--- config.mk ---
export PLATFORM = sky130hd
export DESIGN_NAME = pipe_stage_latch
export DESIGN_NICKNAME = d
export VERILOG_FILES = /design/src/rtl/pipe_pkg.sv /design/src/rtl/pipe_reg.sv /design/src/rtl/pipe_stage_latch.sv
export SDC_FILE = /design/constraint.sdc
export NUM_CORES = 1
export LEC_CHECK = 0
export CORE_MARGIN = 2
export CORE_UTILIZATION = 46
export DETAILED_ROUTE_END_ITERATION = 6
export PLACE_DENSITY = 0.78
export SLEW_MARGIN = 20
export SYNTH_ARGS = -nofsm -noshare
export SYNTH_HDL_FRONTEND = slang
export SYNTH_SLANG_ARGS = --single-unit
--- constraint.sdc ---
create_clock -name clk -period 1.6 [get_ports clk]
set_clock_uncertainty 0.2 [all_clocks]
set_input_delay 0.32 -clock clk [delete_from_list [all_inputs] [get_ports clk]]
set_output_delay 0.32 -clock clk [all_outputs]
set_load 0.01 [all_outputs]
--- src/rtl/pipe_pkg.sv ---
// Shared constants for the inter-stage pipeline latch: state encoding and default widths.
// Latency: none (package only).
// Backpressure: none (package only).
package pipe_pkg;

  // State encoding doubles as the occupancy count (0, 1 or 2 held entries).
  localparam logic [1:0] ST_EMPTY = 2'd0;
  localparam logic [1:0] ST_FULL  = 2'd1;
  localparam logic [1:0] ST_SKID  = 2'd2;

  localparam int DATA_W = 32;
  localparam int CTRL_W = 8;

endpackage

--- src/rtl/pipe_reg.sv ---
// Parametrised-width register with load enable and synchronous clear.
// Latency: 1 cycle from d to q when en is high.
// Backpressure: none; the owner decides when to load via en.
module pipe_reg #(
  parameter int W = 8
) (
  input  logic         clk,
  input  logic         clr,
  input  logic         en,
  input  logic [W-1:0] d,
  output logic [W-1:0] q
);

  // Clear wins over load; otherwise hold.
  always_ff @(posedge clk) begin
    if (clr)     q <= '0;
    else if (en) q <= d;
  end

endmodule

--- src/rtl/pipe_stage_latch.sv ---
// Generic inter-stage latch carrying ctrl+data under valid/ready, with flush-to-bubble and optional skid entry.
// Latency: 1 cycle from input transfer to out_*; 1 entry/cycle while downstream is ready.
// Backpressure: SKID=1 gives a registered in_ready (absorbs one extra entry); SKID=0 passes out_ready through combinationally.
module pipe_stage_latch #(
  parameter int DATA_W = pipe_pkg::DATA_W,
  parameter int CTRL_W = pipe_pkg::CTRL_W,
  parameter bit SKID   = 1'b1
) (
  input  logic              clk,
  input  logic              clr,
  input  logic              flush,
  input  logic              in_valid,
  output logic              in_ready,
  input  logic [CTRL_W-1:0] in_ctrl,
  input  logic [DATA_W-1:0] in_data,
  output logic              out_valid,
  input  logic              out_ready,
  output logic [CTRL_W-1:0] out_ctrl,
  output logic [DATA_W-1:0] out_data,
  output logic [1:0]        occ
);
  import pipe_pkg::*;

  localparam int W = CTRL_W + DATA_W;

  logic [1:0]   state;
  logic         inXfer;
  logic         outXfer;
  logic         loadMain;
  logic         loadSkid;
  logic [W-1:0] inEntry;
  logic [W-1:0] mainD;
  logic [W-1:0] mainQ;
  logic [W-1:0] skidQ;

  assign inEntry   = {in_ctrl, in_data};
  assign out_valid = (state != ST_EMPTY);
  assign occ       = state;

  // In skid mode readiness comes only from registered state; otherwise a full latch frees up when downstream takes.
  always_comb begin
    in_ready = 1'b0;
    if (!clr) begin
      if (SKID) in_ready = (state != ST_SKID);
      else      in_ready = (state == ST_EMPTY) || out_ready;
    end
  end

  assign inXfer  = in_valid & in_ready;
  assign outXfer = out_valid & out_ready;

  // Main entry loads from upstream, or from the skid entry when draining SKID; a flush blocks all loads.
  always_comb begin
    loadMain = 1'b0;
    loadSkid = 1'b0;
    mainD    = inEntry;
    if (!flush) begin
      case (state)
        ST_EMPTY: loadMain = inXfer;
        ST_FULL: begin
          loadMain = inXfer & out_ready;
          loadSkid = SKID & inXfer & ~out_ready;
        end
        ST_SKID: begin
          loadMain = outXfer;
          mainD    = skidQ;
        end
        default: ;
      endcase
    end
  end

  // Occupancy FSM: clr beats flush beats normal transfers.
  always_ff @(posedge clk) begin
    if (clr || flush) begin
      state <= ST_EMPTY;
    end else begin
      case (state)
        ST_EMPTY: if (inXfer) state <= ST_FULL;
        ST_FULL: begin
          if (outXfer && !inXfer)                      state <= ST_EMPTY;
          else if (SKID && inXfer && !out_ready)       state <= ST_SKID;
        end
        ST_SKID:  if (outXfer) state <= ST_FULL;
        default:  state <= ST_EMPTY;
      endcase
    end
  end

  pipe_reg #(.W(W)) u_main (
    .clk (clk),
    .clr (clr),
    .en  (loadMain),
    .d   (mainD),
    .q   (mainQ)
  );

  generate
    if (SKID) begin : g_skid
      pipe_reg #(.W(W)) u_skid (
        .clk (clk),
        .clr (clr),
        .en  (loadSkid),
        .d   (inEntry),
        .q   (skidQ)
      );
    end else begin : g_noskid
      assign skidQ = '0;
    end
  endgenerate

  // Control is forced to zero on bubbles; data keeps its last value.
  assign out_ctrl = mainQ[W-1 -: CTRL_W] & {CTRL_W{out_valid}};
  assign out_data = mainQ[DATA_W-1:0];

endmodule
==> results.json, run 1 <==
{
  "drv_slew": 0,
  "worstMarginPinSlew_ns": 0.5941,
  "clk_pin_slew_worst_paths_ns": 0.08,
  "setup_viol": 92,
  "cts-root-buf": "clkbuf_8",
  "cts_buffers": 9,
  "synth_cells": 437,
  "netlist_top_cells_area": "dfxtp_1 (41%), mux2i_1 (10%), a311oi_1 (8.8%)",
  "start_util_pct": 47.73,
  "stdcell_count": 634,
  "yosysWarnings": 0,
  "synth_area_leader_cell": "dfxtp_1",
  "post-route-period-util_pct": 127.0,
  "hold_violations": 0,
  "die-width_um": 96.80,
  "final_antenna_net_count": 0,
  "grt_setup_unrepaired": "yes",
  "drt-wirelength-per-cell_um": 28.78,
  "via_per_inst": 7.140,
  "area_delta_synth_final_pct": 65.92,
  "row_count": 33,
  "synth_edf_count": 0,
  "cts_tree": "built",
  "cp.arrival_ns": 2.07,
  "synth_top_cell_area_share_pct": 41.44,
  "core_sq_um": 8299,
  "critPathLaunchType": "flop",
  "grt_overflow": 0,
  "placed_cells": 577,
  "p_total_mw": 4.792,
  "htreeDepth": 3,
  "setup_ws_ns": -0.4315,
  "crit_path_end_kind": "flop",
  "synth_flop_cell": "dfxtp_1",
  "netlist_area_sq_um": 3961,
  "chipHeight_um": 96.80,
  "floorplan.die_area_sq_um": 9370,
  "drc": 0,
  "synthTopCellsByCount": "dfxtp_1 (82), a211oi_1 (41), a21oi_1 (41), mux2i_1 (41)",
  "status": "complete, but fails checks",
  "wl_um": 18250,
  "grt_pass1_wl_um": 24640,
  "placement.io_buffers": 88,
  "drtIter0Drc": 319,
  "ir_worst_vdd_mv": 0.7664,
  "violations": "negative setup slack",
  "io_pins": 89,
  "synth_nets": 482,
  "syn_area_per_cell_sq_um": 9.065,
  "gp_congestion": 0.8333,
  "power_density_nw_per_um2": 729.1,
  "async_flop_share_pct": 0,
  "synth_most_common_cell": "dfxtp_1",
  "path_max_fanout": 5,
  "finalCriticalPeriod_ns": 2.032,
  "drv_cap": 0,
  "synth.distinct_cells": 26,
  "cp.required_ns": 1.64,
  "n_antenna_cell": 0,
  "grt_pass1_vias": 4561,
  "relSlewSlack_pct": 60.40,
  "grtUsageTotal_pct": 33.02,
  "dr.pass1.iters": 5,
  "synth_seq_area_share_pct": 41.44,
  "place_hpwl_um": 7151,
  "clk_path_buf_depth": 2,
  "layout-drive-gt1-share_pct": 44.80,
  "vias": 4527,
  "leakage_nw": 2.556,
  "min_path_type": "reg2reg",
  "ys_ff_latch": 82,
  "num-nets-final": 571,
  "grt_max_degree": 44,
  "max_freq_mhz": 492.2,
  "antenna_found_initial": 0,
  "clock_latency_ns": 0.36,
  "clock_sinks": 82,
  "critical_path_class": "reg2reg"
}
-- registers in the layout, indices dropped and copies added, names as in the netlist --
register and flops:
g_skid.u_skid.q 40, occ 2, u_main.q 40
-- routing by layer --
metal / wire [um] / share of wire [%] / up-vias / global-route usage [%]
met1: 6241 / 34 / 2129 / 35.24
met2: 8424 / 46 / 420 / 54.86
li1: - / - / 1822 / -
met3: 1906 / 10 / 156 / 9.827
met4: 1674 / 9.2 / 0 / 24.70
met5: 0 / 0 / - / 0
-- critical path, cell delays in order (launching register included) --
cell and delay [ns]:
dfxtp_4 0.37, buf_6 0.12, buf_4 0.14, buf_6 0.12
nor2_4 0.17, buf_6 0.17, clkbuf_16 0.16, a311oi_2 0.11
a211oi_1 0.34
-- placed cells by master, fill, tap and decap left out, drive strengths merged, types with 10 or more instances in the layout --
master         netlist  layout
clkdlybuf4s50        0      40
dlygate4sd2          0      35
a21oi               41      41
buf                 44      85
a311oi              40      40
o21ai               40      40
nand3               40      40
a211oi              41      41
dfxtp               82      82
mux2i               41      41
nor2b               10      10
clkbuf              42      14
-- path summary, 6_finish.rpt --
kind | start | endpoint | slack, ns | depth (start not counted)
max reg2reg | occ[1]$_SDFFE_PP0P_ | u_main.q[25]$_SDFFE_PP0P_ | -0.43 | 8
min | g_skid.u_skid.q[2]$_SDFFE_PP0P_ | g_skid.u_skid.q[2]$_SDFFE_PP0P_ | 0.27 | 2
min reg2reg | g_skid.u_skid.q[2]$_SDFFE_PP0P_ | g_skid.u_skid.q[2]$_SDFFE_PP0P_ | 0.27 | 2
max | occ[1]$_SDFFE_PP0P_ | u_main.q[25]$_SDFFE_PP0P_ | -0.43 | 8
-- metrics by stage --
step / TNS [ns] / utilization, % / hold slack, ns / cell area [sq um] / setup WS (ns)
2_1_floorplan: -0.3491 / - / 0.1928 / 3965 / -0.008727
3_3_place_gp: -34.70 / 58.65 / 0.2590 / 4867 / -0.4481
3_5_place_dp: -39.15 / 58.65 / 0.2654 / 4867 / -0.5264
4_1_cts: -12.41 / 73.29 / 0.2460 / 6082 / -0.2010
5_1_grt: -22.84 / 79.19 / 0.2927 / 6573 / -0.4211
6_report: -20.65 / 79.19 / 0.2651 / 6573 / -0.4315
-- power breakdown --
part           total [mW]  internal, mW  switching (mW)
clock                1.67         0.904           0.768
combinational       0.966         0.462           0.504
sequential           2.15          2.10          0.0547
-- area by class of cell --
cell class,instances,area (sq um)
Clock inverter,3,65.06
Timing Repair Buffer,163,1949
Sequential cell,82,1650
Tap cell,105,131.4
Fill cell,441,1727
Clock buffer,11,141.4
Inverter,1,3.754
Multi-Input combinational cell,269,2631
-- kinds of logic (layout without fill, tap and decap cells) --
family          Yosys count  in the layout  synth area share, %
compound gates          164            164                27.26
buf+inv                  87            178                12.03
flops                    82             82                41.44
mux                      41             41                10.36
simple gates             63             64                8.907
-- repair_timing --
item | 4_1_cts | 5_1_grt
setup buffers | 24 | 4
hold buffers | 0 | 0
setup endpoints to repair | 124 | 93
resized for setup | 231 | 94
pin swaps | 53 | 51
gates cloned | 14 | 3
hold endpoints to repair | 0 | 0
Note: power is estimated with default switching activity, not from simulation.
==> run 2: changes to the inputs <==
--- a/config.mk
+++ b/config.mk
@@ -7,7 +7,7 @@
 export LEC_CHECK = 0
 export CORE_MARGIN = 2
-export CORE_UTILIZATION = 46
+export CORE_UTILIZATION = 32
 export DETAILED_ROUTE_END_ITERATION = 6
-export PLACE_DENSITY = 0.78
+export PLACE_DENSITY = 0.58
 export SLEW_MARGIN = 20
 export SYNTH_ARGS = -nofsm -noshare
==> constraint.sdc (replaced) <==
create_clock -name clk -period 1.6 [get_ports clk]
set_clock_uncertainty 0.2 [all_clocks]
set_input_delay 0.32 -clock clk [delete_from_list [all_inputs] [get_ports clk]]
set_output_delay 0.32 -clock clk [all_outputs]
set_load 0.05 [all_outputs]
==> results.json, run 2 (synthesis gave the netlist of run 1 again) <==
{
  "status": "complete, but fails checks",
  "violations": "negative setup slack",
  "critical_path_class": "reg2out",
  "worst_path_dominant_cell_family": "flip-flops",
  "clk_path_buf_depth": 2,
  "final_antenna_net_count": 0,
  "layout_commonest_cell": "dfxtp_1",
  "critPathBufInv": 2,
  "grt_overflow": 0,
  "cp.required_ns": 1.08,
  "dr.pass1.iters": 4,
  "ir_worst_vdd_mv": 0.5596,
  "worstMarginPinSlew_ns": 0.7441,
  "via_per_inst": 5.653,
  "drv_cap": 0,
  "io_pins": 89,
  "p_total_mw": 5.643,
  "p_int_mw": 4.106,
  "grt_setup_unrepaired": "yes",
  "post-route-period-util_pct": 111.7,
  "pre_cts_ws_ns": -0.5273,
  "placement.io_buffers": 88,
  "layout-drive-gt1-share_pct": 57.09,
  "finalCriticalPeriod_ns": 1.788,
  "stdcell_count": 683,
  "die-width_um": 115.3,
  "cts_tree": "built",
  "chipHeight_um": 115.3,
  "leakage_nw": 2.533,
  "row_count": 40,
  "wl_um": 13860,
  "clock_sinks": 82,
  "core_sq_um": 12060,
  "grt_pass1_vias": 3749,
  "htreeDepth": 3,
  "layout_common_cells": "dfxtp_1 (80), buf_12 (58), clkdlybuf4s50_1 (40)",
  "stdcell_area_sq_um": 7253,
  "cp.arrival_ns": 1.27,
  "slowest_stage": "dfxtp_4",
  "drt-wirelength-per-cell_um": 20.29,
  "grt_max_degree": 46,
  "cts-root-buf": "clkbuf_16",
  "area_delta_synth_final_pct": 83.10,
  "max_stage_delay_ns": 0.39,
  "max_freq_mhz": 559.4,
  "n_antenna_cell": 0,
  "grt_pass1_wl_um": 20440,
  "crit_chain": "buf_6 > nand2b_4 > nor2b_4 > buf_12",
  "gp_congestion": 0.7232,
  "grtUsageTotal_pct": 19.67,
  "setup_ws_ns": -0.1877,
  "vias": 3861,
  "drv_slew": 0,
  "crit_path_end_kind": "output pin",
  "drc": 0,
  "setup_viol": 92,
  "min_path_type": "reg2reg",
  "clock_latency_ns": 0.34,
  "critPathLaunchType": "flop",
  "path_max_fanout": 4,
  "drtIter0Drc": 186,
  "floorplan.die_area_sq_um": 13280,
  "p_sw_mw": 1.537,
  "antenna_found_initial": 0,
  "p_comb_share_pct": 21.7,
  "clk_pin_slew_worst_paths_ns": 0.06,
  "place_hpwl_um": 8042,
  "start_util_pct": 32.84,
  "swShare_pct": 27.24,
  "relSlewSlack_pct": 50.40,
  "placed_cells": 642,
  "power_density_nw_per_um2": 778.0,
  "cts_buffers": 9,
  "num-fill-cells": 930,
  "pwr-share-seq_pct": 38.6,
  "hold_violations": 0,
  "num-nets-final": 555,
  "place_area_sq_um": 5971,
  "p_clk_share_pct": 39.7
}
## run 2: cell types whose count changed in the layout (fill, tap and decap cells not counted), sizes merged
cell,before,now
clkbuf,14,17
clkinvlp,0,2
nor2,5,4
buf,85,100
clkinv,1,0
dlygate4sd2,35,3
## run 2: path summary, 6_finish.rpt
path | start | to | slack (ns) | cells after the start
setup / recovery | occ[0]$_SDFFE_PP0P_ | in_ready | -0.19 | 4
hold / removal | g_skid.u_skid.q[17]$_SDFFE_PP0P_ | g_skid.u_skid.q[17]$_SDFFE_PP0P_ | 0.28 | 2
setup reg to reg | occ[0]$_SDFFE_PP0P_ | u_main.q[2]$_SDFFE_PP0P_ | -0.17 | 6
hold reg to reg | g_skid.u_skid.q[17]$_SDFFE_PP0P_ | g_skid.u_skid.q[17]$_SDFFE_PP0P_ | 0.28 | 2
## run 2: what timing repair did
| action | CTS | global route |
|---|---|---|
| hold endpoints to repair | 0 | 0 |
| setup endpoints to repair | 90 | 93 |
| hold buffers | 0 | 0 |
| resized for setup | 28 | 110 |
| buffers inserted | 12 | 8 |
| pin swaps | 5 | 58 |
| cloned | 4 | 5 |
## run 2: metal layers
| layer | up-vias | wire length, um | GRT usage (%) |
|---|---|---|---|
| met5 | - | 0 | 0 |
| met4 | 0 | 269 | 6.185 |
| met3 | 28 | 594 | 2.794 |
| met2 | 115 | 7036 | 33.65 |
| met1 | 1947 | 5958 | 25.67 |
| li1 | 1771 | - | - |
## run 2: through the flow
stage | hold WS (ns) | TNS [ns] | util, %
floorplan | 0.1830 | -3.224 | -
global placement | 0.2601 | -32.78 | 49.50
detailed placement | 0.2675 | -35.67 | 49.50
CTS | 0.2446 | -5.945 | 54.85
global route | 0.2933 | -13.08 | 60.13
finish | 0.2771 | -9.067 | 60.13
## run 2: cell type report
class	count	area (sq um)	share of cell area [%]
clock buffers	12	246.5	3.398
clock inverters	4	75.07	1.035
inverters	1	6.256	0.08625
multi-input cells	268	2898	39.95
flip-flops and latches	82	1649	22.74
well taps	168	210.2	2.898
repair buffers	148	2168	29.89
## run 2: power by group through the flow
stage	registers, mW	logic (mW)	clock network [mW]
after global routing	2.18	1.27	2.35
after CTS	2.18	1.13	2.27
final	2.18	1.22	2.24
after floorplan	2.19	0.654	0
after detailed placement	2.22	1.07	0
after global placement	2.22	1.06	0
## run 2: worst min-delay path, cell delays in order (launching register included)
cell and delay, ns:
dfxtp_1 0.31, o21ai_0 0.07, a21oi_1 0.06
==> run 3: changes to the inputs <==
Settings changed: CELL_PAD_IN_SITES_DETAIL_PLACEMENT from default to 1, CELL_PAD_IN_SITES_GLOBAL_PLACEMENT from default to 2, CORE_UTILIZATION 32 to 27, PLACE_DENSITY 0.58 to 0.76.
==> results.json, run 3 (synthesis gave the netlist of run 1 again) <==
{
  "status": "complete, but fails checks",
  "violations": "negative setup slack",
  "num-fill-cells": 1544,
  "critPathLaunchType": "flop",
  "p_clk_share_pct": 38.3,
  "ir_worst_vdd_mv": 0.4833,
  "n_antenna_cell": 0,
  "worst_path_dominant_cell_family": "simple AND/OR/NAND/NOR gates",
  "final_core_util_pct": 46.15,
  "dr.pass1.iters": 4,
  "max_freq_mhz": 562.9,
  "max_stage_delay_ns": 0.41,
  "final_antenna_net_count": 0,
  "cts-root-buf": "clkbuf_16",
  "r2r-start": "occ[1]$_SDFFE_PP0P_",
  "io_pins": 89,
  "grt_setup_unrepaired": "yes",
  "path_max_fanout": 5,
  "crit_chain": "buf_4 > buf_4 > and4bb_4 > buf_6 > nand3_2 > a21oi_2",
  "antenna_found_initial": 0,
  "finalCriticalPeriod_ns": 1.776,
  "row_count": 44,
  "clock_latency_ns": 0.34,
  "cts_buffers": 9,
  "clk_path_buf_depth": 2,
  "layout-drive-gt1-share_pct": 45.58,
  "swShare_pct": 27.82,
  "p_sw_mw": 1.505,
  "cp.arrival_ns": 1.85,
  "num-nets-final": 549,
  "wl_um": 14480,
  "cpMostUsedCell": "buf_4",
  "drtIter0Drc": 207,
  "hold_violations": 0,
  "cts_tree": "built",
  "crit_path_end_kind": "flop",
  "grt_pass1_wl_um": 23270,
  "stdcell_count": 693,
  "grtUsageTotal_pct": 18.65,
  "htreeDepth": 3,
  "drt-wirelength-per-cell_um": 20.90,
  "via_per_inst": 5.413,
  "place_hpwl_um": 9452,
  "clock_sinks": 82,
  "crit_start": "occ[1]$_SDFFE_PP0P_",
  "slowest_stage": "and4bb_4",
  "layout_commonest_cell": "dfxtp_1",
  "min_from": "out_ready",
  "relSlewSlack_pct": 68.46,
  "floorplan.die_area_sq_um": 15660,
  "p_comb_share_pct": 21.5,
  "drc": 0,
  "grt_max_degree": 33,
  "min_path_type": "in2reg",
  "drv_slew": 0,
  "chipHeight_um": 125.1,
  "pwr-share-seq_pct": 40.3,
  "placement.io_buffers": 88,
  "critPathBufInv": 3,
  "stdcell_area_sq_um": 6656,
  "place_area_sq_um": 5984,
  "grt_pass1_vias": 4033,
  "grt_overflow": 0,
  "critical_path_class": "reg2reg",
  "start_util_pct": 27.46,
  "p_int_mw": 3.905,
  "drv_cap": 0,
  "clk_pin_slew_worst_paths_ns": 0.06,
  "cp.required_ns": 1.67,
  "setup_ws_ns": -0.1765,
  "vias": 3751,
  "setup_viol": 92,
  "gp_congestion": 0.7748,
  "area_delta_synth_final_pct": 68.04,
  "worstMarginPinSlew_ns": 0.4732,
  "post-route-period-util_pct": 111.0,
  "layout_common_cells": "dfxtp_1 (80), buf_12 (51), clkdlybuf4s50_1 (41)",
  "die-width_um": 125.1,
  "placed_cells": 661,
  "power_density_nw_per_um2": 812.8,
  "leakage_nw": 2.456,
  "core_sq_um": 14420
}
[run 3: cell count changes in the layout (fill, tap and decap cells not counted), moves of 14 or more]
cell,previous run,this run
a21oi_1,12,33
a21oi_2,29,8
nand3_1,3,33
nand3_2,23,7
nand3_4,14,0
o21ai_0,32,13
o21ai_1,8,26
[run 3: repair_timing]
action	CTS	global route
buffers inserted	9	1
cloned	4	2
hold buffers	0	0
pin swaps	6	9
resized for setup	34	38
endpoints found under the setup margin	90	92
[run 3: final timing paths]
kind	depth (start not counted)	slack (ns)	endpoint
setup / recovery	6	-0.18	g_skid.u_skid.q[37]$_SDFFE_PP0P_
hold reg to reg	2	0.28	g_skid.u_skid.q[27]$_SDFFE_PP0P_
setup reg to reg	6	-0.18	g_skid.u_skid.q[37]$_SDFFE_PP0P_
hold / removal	2	0.21	occ[1]$_SDFFE_PP0P_
[run 3: power groups by stage]
stage	Sequential, mW	Combinational [mW]	Clock [mW]
after floorplan	2.19	0.654	0
after global placement	2.22	1.07	0
after detailed placement	2.23	1.09	0
after CTS	2.18	1.15	2.11
after global routing	2.19	1.21	2.21
final	2.18	1.16	2.07
[run 3: through the flow]
step / power, mW / setup slack, ns / hold slack (ns) / setup TNS (ns)
2_1_floorplan: 2.840 / -0.1653 / 0.1830 / -3.224
3_3_place_gp: 3.294 / -0.4439 / 0.2581 / -34.77
3_5_place_dp: 3.314 / -0.5140 / 0.2693 / -37.75
4_1_cts: 5.436 / -0.1900 / 0.1950 / -11.39
5_1_grt: 5.611 / -0.2157 / 0.2050 / -16.50
6_report: 5.410 / -0.1765 / 0.2143 / -12.55
[run 3: cell type report]
class / count / area (sq um) / area share (%)
Clock buffer: 15 / 289.0 / 4.342
Sequential cell: 82 / 1649 / 24.77
Timing Repair Buffer: 142 / 1968 / 29.57
Multi-Input combinational cell: 268 / 2511 / 37.73
Inverter: 1 / 3.754 / 0.05639
Tap cell: 184 / 230.2 / 3.459
Clock inverter: 1 / 5.005 / 0.07519
[run 3: layer usage]
metal  vias to the layer above  routed length [um]  global-route usage [%]
met1                      1889                6486                   24.13
li1                       1759                   -                       -
met4                         0                 182                   5.033
met5                         -                   0                       0
met2                        89                7166                   31.33
met3                        14                 645                   4.279
